--- src/rtl/fmt_switch_sequencer.sv ---
// Format-switch sequencer: mute, park the bit-clock selector on FF, apply the new code, settle, unmute.
// Optional DSD support (code 8'h80) is enabled by defining DSD_FMT_EN.
module fmt_switch_sequencer #(
    parameter int MUTE_CYC   = 64,
    parameter int NEXT_W     = 4,
    parameter int GAP_CYC    = 16,
    parameter int SETTLE_CYC = 1024
) (
    input  logic       clk,
    input  logic       rst,
    input  logic [7:0] fmt_code,
    input  logic       fmt_valid,
    output logic       fmt_ready,
    output logic [7:0] sel_code,
    output logic       sel_next,
    output logic       mute,
    output logic       busy,
    output logic       fmt_err,
    output logic [7:0] active_code
);

    localparam int MAX_A = (MUTE_CYC > NEXT_W) ? MUTE_CYC : NEXT_W;
    localparam int MAX_B = (GAP_CYC > SETTLE_CYC) ? GAP_CYC : SETTLE_CYC;
    localparam int MAXP  = (MAX_A > MAX_B) ? MAX_A : MAX_B;
    localparam int CW    = $clog2(MAXP) + 1;

    typedef logic [CW-1:0] cnt_t;

    localparam cnt_t MUTE_LD   = cnt_t'(MUTE_CYC - 1);
    localparam cnt_t NEXT_LD   = cnt_t'(NEXT_W - 1);
    localparam cnt_t GAP_LD    = cnt_t'(GAP_CYC - 1);
    localparam cnt_t SETTLE_LD = cnt_t'(SETTLE_CYC - 1);

    typedef enum logic [2:0] {
        IDLE,
        MUTE,
        PARK_SU,
        PARK_HI,
        PARK_GAP,
        APPLY_SU,
        APPLY_HI,
        SETTLE
    } state_t;

    state_t     state, state_d;
    cnt_t       cnt, cnt_d;
    logic [7:0] new_code, new_d;
    logic [7:0] sel_code_d, active_d;
    logic       mute_d, err_d, sel_next_d, busy_d, ready_d;

    function automatic logic supported(input logic [7:0] c);
`ifdef DSD_FMT_EN
        if (c == 8'h80) return 1'b1;
`endif
        return (c == 8'hFF) ||
               ((c[7:4] inside {4'h0, 4'h2, 4'h4}) && (c[3:0] <= 4'h5));
    endfunction

    always_comb begin
        state_d    = state;
        cnt_d      = (cnt == '0) ? cnt : cnt - cnt_t'(1);
        new_d      = new_code;
        sel_code_d = sel_code;
        active_d   = active_code;
        mute_d     = mute;
        err_d      = 1'b0;
        case (state)
            IDLE: begin
                if (fmt_valid) begin
                    if (!supported(fmt_code)) begin
                        err_d = 1'b1;
                    end else if (fmt_code != active_code) begin
                        new_d   = fmt_code;
                        state_d = MUTE;
                        cnt_d   = MUTE_LD;
                        mute_d  = 1'b1;
                    end
                end
            end
            MUTE: if (cnt == '0) begin
                state_d    = PARK_SU;
                cnt_d      = '0;
                sel_code_d = 8'hFF;
            end
            PARK_SU: begin
                state_d = PARK_HI;
                cnt_d   = NEXT_LD;
            end
            PARK_HI: if (cnt == '0) begin
                state_d = PARK_GAP;
                cnt_d   = GAP_LD;
            end
            // A stop request ends after the park strobe, still muted.
            PARK_GAP: if (cnt == '0) begin
                if (new_code == 8'hFF) begin
                    state_d  = IDLE;
                    active_d = 8'hFF;
                end else begin
                    state_d    = APPLY_SU;
                    cnt_d      = '0;
                    sel_code_d = new_code;
                end
            end
            APPLY_SU: begin
                state_d = APPLY_HI;
                cnt_d   = NEXT_LD;
            end
            APPLY_HI: if (cnt == '0) begin
                state_d = SETTLE;
                cnt_d   = SETTLE_LD;
            end
            SETTLE: if (cnt == '0) begin
                state_d  = IDLE;
                active_d = new_code;
                mute_d   = 1'b0;
            end
            default: state_d = IDLE;
        endcase
        sel_next_d = (state_d == PARK_HI) || (state_d == APPLY_HI);
        busy_d     = (state_d != IDLE);
        ready_d    = (state_d == IDLE);
    end

    always_ff @(posedge clk or negedge rst) begin
        if (!rst) begin
            state       <= IDLE;
            cnt         <= '0;
            new_code    <= 8'hFF;
            sel_code    <= 8'hFF;
            sel_next    <= 1'b0;
            mute        <= 1'b1;
            busy        <= 1'b0;
            fmt_err     <= 1'b0;
            active_code <= 8'hFF;
            fmt_ready   <= 1'b1;
        end else begin
            state       <= state_d;
            cnt         <= cnt_d;
            new_code    <= new_d;
            sel_code    <= sel_code_d;
            sel_next    <= sel_next_d;
            mute        <= mute_d;
            busy        <= busy_d;
            fmt_err     <= err_d;
            active_code <= active_d;
            fmt_ready   <= ready_d;
        end
    end

endmodule
--- config.mk ---
export PLATFORM = sky130hd
export DESIGN_NAME = fmt_switch_sequencer
export DESIGN_NICKNAME = d
export VERILOG_FILES = /design/src/rtl/fmt_switch_sequencer.sv
export SDC_FILE = /design/constraint.sdc
export NUM_CORES = 1
export LEC_CHECK = 0
export ABC_CLOCK_PERIOD_IN_PS = 2800
export BUFFER_PORTS_ARGS = -buffer_cell sky130_fd_sc_hd__clkbuf_2
export CAP_MARGIN = 20
export CORE_ASPECT_RATIO = 1.1
export CORE_MARGIN = 5
export CORE_UTILIZATION = 55
export DETAILED_ROUTE_END_ITERATION = 8
export HOLD_SLACK_MARGIN = 0.05
export PLACE_DENSITY = 0.77
export SYNTH_ARGS = -nofsm -noshare
export SYNTH_HDL_FRONTEND = slang
export SYNTH_SLANG_ARGS = --single-unit
--- constraint.sdc ---
create_clock -name clk -period 2.8 [get_ports clk]
set_input_delay 0.28 -clock clk [delete_from_list [all_inputs] [get_ports clk]]
set_output_delay 0.28 -clock clk [all_outputs]
set_load 0.01 [all_outputs]
### Yosys cells after proc, flatten, opt, wreduce, memory -nomap -nowiden

Index checks and enable logic that the tools add are counted.

| operators by class | value |
|---|---|
| mux-type cells | 36 |
| eq/ne operators | 22 |
| shifts and indexed selects | 0 |
| div/mod/pow operators | 0 |
| multiply operators | 0 |
| order comparisons | 1 |
| reductions and logical operators | 17 |
| bitwise gates (word level) | 0 |
| add/subtract/negate cells | 1 |

Operators by type and width:

| operator | number |
|---|---|
| $mux W11 | 9 |
| $pmux W11 S6 | 1 |
| $mux W8 | 6 |
| $pmux W8 S2 | 2 |
| $mux W3 | 9 |
| $pmux W3 S8 | 1 |
| $eq A8 B8 Y1 const B | 2 |
| $ne A2 B2 Y1 const B | 8 |
| $eq A3 B3 Y1 const B | 5 |
| $reduce_and A4 Y1 | 3 |
| $logic_not A11 Y1 | 1 |
| $sub A11 B1 Y11 const B | 1 |
| $eq A3 B2 Y1 const B | 3 |
| $ne A8 B8 Y1 | 1 |
| $mux W1 | 7 |
| $logic_not A3 Y1 | 2 |
| $reduce_bool A2 Y1 | 3 |
| $reduce_bool A3 Y1 | 2 |
| $reduce_and A5 Y1 | 1 |
| $eq A4 B2 Y1 const B | 1 |
| $eq A4 B3 Y1 const B | 1 |
| $le A4 B3 Y1 const B | 1 |
| $logic_not A4 Y1 | 1 |
| $eq A3 B1 Y1 const B | 1 |
| other kinds (4) | 5 |

| storage, ports and cells | value |
|---|---|
| memory bits (writable) | 0 |
| flip-flop bits (word level) | 43 |
| memory bits (read-only) | 0 |
| memories kept | 0 |
| bits in latches | 0 |
| input bits | 11 |

### Logic depth before layout (Yosys ltp)

| depth | value |
|---|---|
| depth in word-level cells | 9 |
| mapped depth | 10 |
| mapped depth without buffers | 10 |

### Worst setup path before layout

Ideal clock, no wire load.

| path | value |
|---|---|
| path kind | reg2reg |
| from | register cnt[0] |
| to | register cnt[0] |
| stages on the path, launching flop included | 11 |
| buffers on the path | 0 |
| arrival time | 2092 ps |
| clock period less this slack | 2231 ps |
| path slack | 569 ps |
| path through | dfrtp_1 -> inv_1 -> ha_1 -> nor4b_4 -> and3_4 -> inv_4 -> ha_1 -> mux2i_1 -> nor2_1 -> nor3_1 -> or4_1 |

| on the way | value |
|---|---|
| cells in the longest elaborated chain, start to end | 6 |
| elaborated cells on any way between the ends | 12 |
| classes of those cells | add/sub: 1; mux: 10; reduce/logical: 1 |

RTL lines:

| element | line | text |
|---|---|---|
| start: declaration | 46 | `cnt_t cnt, cnt_d;` |
| start signal: assignment | 138 | `cnt <= cnt_d;` |
| $sub A11 B1 Y11 or $logic_not A11 Y1 (tied branches) | 61, 80, 89 |  |
| $mux W11 | 61 | `cnt_d = (cnt == '0) ? cnt : cnt - cnt_t'(1);` |
| $mux W11 | 72 | `end else if (fmt_code != active_code) begin` |
| $mux W11 | 70 | `if (!supported(fmt_code)) begin` |
| $mux W11 | 69 | `if (fmt_valid) begin` |
| $pmux W11 S6 (*) | 67 | `case (state)` |
| net cnt_d[0] | 46 |  |

The timed path passes the listed nets; every way through them passes the cells marked *.
A chain may end at the register's enable or synchronous reset.

### Worst setup path after layout

Ends and elaborated chain as after synthesis.

==> run metrics <==
mean number of vias per cell between 6 and 7; number of nets with antenna violations after routing 0; worst-path maximum fanout 11; Sequential Power Share 48.4%; routability cong. 0.873; Worst Setup Start Kind register; Reg2Reg Depth 8; initial antenna violation count 0; Via Count about 2,000; CTS H-tree lvls 2; vias in the first global route around 2,100; nets slightly below 300; Worst slew margin ~44%; GR peak layer met2; Worst path depth 8; clock skew between 0.006 and 0.007 ns; setup ws final 0.276 ns; io pins 32; crit path buf inv count 2; net switching power 832 uW; first-pass GRT wire length between 9000 and 10,000 um; switch share 37.5%; met3 GRT Util just over 5%; top cell type's share of synthesized area between 20 and 30%; layout cells sized above 1 32.5%; die area between 5000 and 6000 um2; Area Overhead vs Synth 11.8%; Clock Power Share between 15 and 20%; clk sink count 43; CP arrival ~2.7 ns; cells along the critical path inv_1, ha_1, nor4b_4, and3_4, buf_4, mux2i_1, a211oi_1, or4_1; Lkg Pwr 0.00119 uW; Worst path max stage delay 0.51 ns; Final Util between 60% and 70%; VDD IR max approximately 410 uV; Worst Tran Pin Value approximately 0.84 ns; register bit count reported by yosys 43; CTS Hold Buffers Added 0; Clock Latency Late Sink roughly 0.30 ns; Synth area leaders dfstp_2 28%, dfrtp_1 18%, nor2_1 4.5%; Final setup viols 0; Setup TNS Final 0 ns; GRT met2 Usage between 30% and 40%; drt pass-1 iters 5; Int Power between 1000 and 1500 uW; EDFF count, synth 0; Rows 25; Clock Tree Root clkbuf_8; post-synth cell types 49; Critical Path RT just under 3 ns; CTS clk-pin slew, worst paths 0.08 ns; Hold Path Class in2async; Die Wd 73.2 um; Yosys top cell by area dfstp_2; flop-to-flop setup slack approximately 0.28 ns; DRT iter0 DRCs 91; unrepaired setup endpoints after global routing false; effective utilization at floorplan ~56%; CP Capture Type register; largest net degree at the start of global routing 35; crit path kind reg2reg; Synth Net Count 260; wire per inst between 15 and 20 um; TritonCTS buffer count 5; Synth Instances between 200 and 250; worst slack, placed about 0.32 ns; gr usage total between 20% and 30%; routed wire length ~5700 um; DRC violations left 0; minimum clock period 2.52 ns; Final Hold Viols 0; fraction of registers with async set/reset 100%; Seq/Total Area, Yosys around 46%; # diodes 0; CTS tree done; pwr dens approximately 820 nW/um2; met1 Use GR about a quarter; Die Y 79.6 um; hold slack between 0.07 and 0.08 ns; Final HPWL DP about 4200 um; Logic pwr share between 30 and 40%; r2r endpoint cnt[0]; final worst-path cycle share 90.1%; CORE AREA 4290 um2; synth warn 0; Max Freq 396 MHz; Max-Cap Viols 0; maximum clock path buffer count 2; Final Max Slew Viols 0; slowest CP cell or4_1; Gates resized, CTS repair 0; status finished, final reports clean; post-CTS setup repair buffer count 0; ys flop type dfstp_2; crit-path leading delay family simple AND/OR/NAND/NOR gates; R2R Path Start cnt[0]; mapped cell area around 2400 um2; Port Buffers 31; total grt overflow 0; Syn Area/Cell between 9 and 10 um2
## cell type report
cell class,count,area (um2)
multi-input combinational,186,1220
inverter,5,21.3
tap,54,67.6
sequential,43,1110
clock inverter,2,11.3
fill,337,1580
clock buffer,6,72.6
timing repair buffer,38,208
## flip-flops by register name, summed over array words and instances, names as in the netlist
name / cells
cnt: 11
active_code: 8
new_code: 8
sel_code: 8
state: 3
busy: 1
fmt_err: 1
fmt_ready: 1
mute: 1
sel_next: 1
## cell usage after synthesis (2+ instances only)
cell type  instances
nor2_1            29
o31ai_1            2
dfrtp_1           17
and3_1             4
nor3b_1            3
inv_1              4
clkbuf_1           2
dfstp_2           26
o22a_1             8
nand2b_1           2
buf_6              3
xor2_1             9
mux2_2             8
nand4_1            5
or3_1              3
a221oi_1           3
a21oi_2            2
nor3_1             7
o21ai_0            9
or4_1              3
a21oi_1           16
buf_2              4
nand2_1           25
nor4_1             5
or2_2              5
a211oi_1           4
nand3_1            6
ha_1               4
a21o_1             2
mux2i_1            5
nor2b_1            2
## layout by cell type (no fill, tap or decap), types with 3 or more instances in the layout
master	count
nor3b_1	3
o22a_1	8
nor3_1	7
nand4_1	5
dfrtp_1	17
or3_1	3
clkbuf_8	5
nand3_1	6
buf_4	7
mux2i_1	5
or4_1	3
a211oi_1	4
o21ai_0	9
or2_2	5
inv_1	4
nor2_1	29
dfstp_2	26
mux2_2	8
nor4_1	5
and3_1	4
a221oi_1	3
nand2_1	25
clkbuf_2	31
ha_1	4
a21oi_1	16
xor2_1	9
## per-layer routing
metal	vias up	share of wire, %
met3	15	3.7
met2	43	53
met5	-	0
met1	989	41
met4	0	2.8
li1	959	-
## cells by family after synthesis
group           after synthesis  synth area share, %
flops                        43                 45.8
simple gates                102                 22.0
fa+ha+maj                     5                 2.48
compound gates               56                 16.4
buf+inv                      16                 3.88
mux                          13                 5.79
xor+xnor                     10                 3.62
## worst max path at each step
| stage | startpoint | end | slack [ns] |
|---|---|---|---|
| 2_1_floorplan | cnt[0] | cnt[0] | 0.57 |
| 3_3_place_gp | cnt[0] | cnt[0] | 0.38 |
| 3_5_place_dp | cnt[0] | cnt[0] | 0.32 |
| 4_1_cts | cnt[0] | cnt[0] | 0.30 |
| 5_1_grt | cnt[0] | cnt[0] | 0.09 |
| 6_report | cnt[0] | cnt[0] | 0.28 |
## power by group through the flow
stage / combinational [uW] / clock [uW] / sequential [uW]
after floorplan: 533 / 0 / 1040
after detailed placement: 753 / 0 / 1080
after global placement: 723 / 0 / 1070
after global routing: 843 / 423 / 1100
final: 758 / 387 / 1070
after CTS: 758 / 397 / 1070
## metrics by stage
| stage | cell area (um2) | power (uW) | std cells |
|---|---|---|---|
| final | 2710 | 2220 | 334 |
| after global routing | 2710 | 2370 | 334 |
| after CTS | 2710 | 2230 | 334 |
| after detailed placement | 2620 | 1840 | 326 |
| after global placement | 2620 | 1800 | 326 |
| after floorplan | 2420 | 1570 | 245 |
Power figures use the tool's default switching activity.
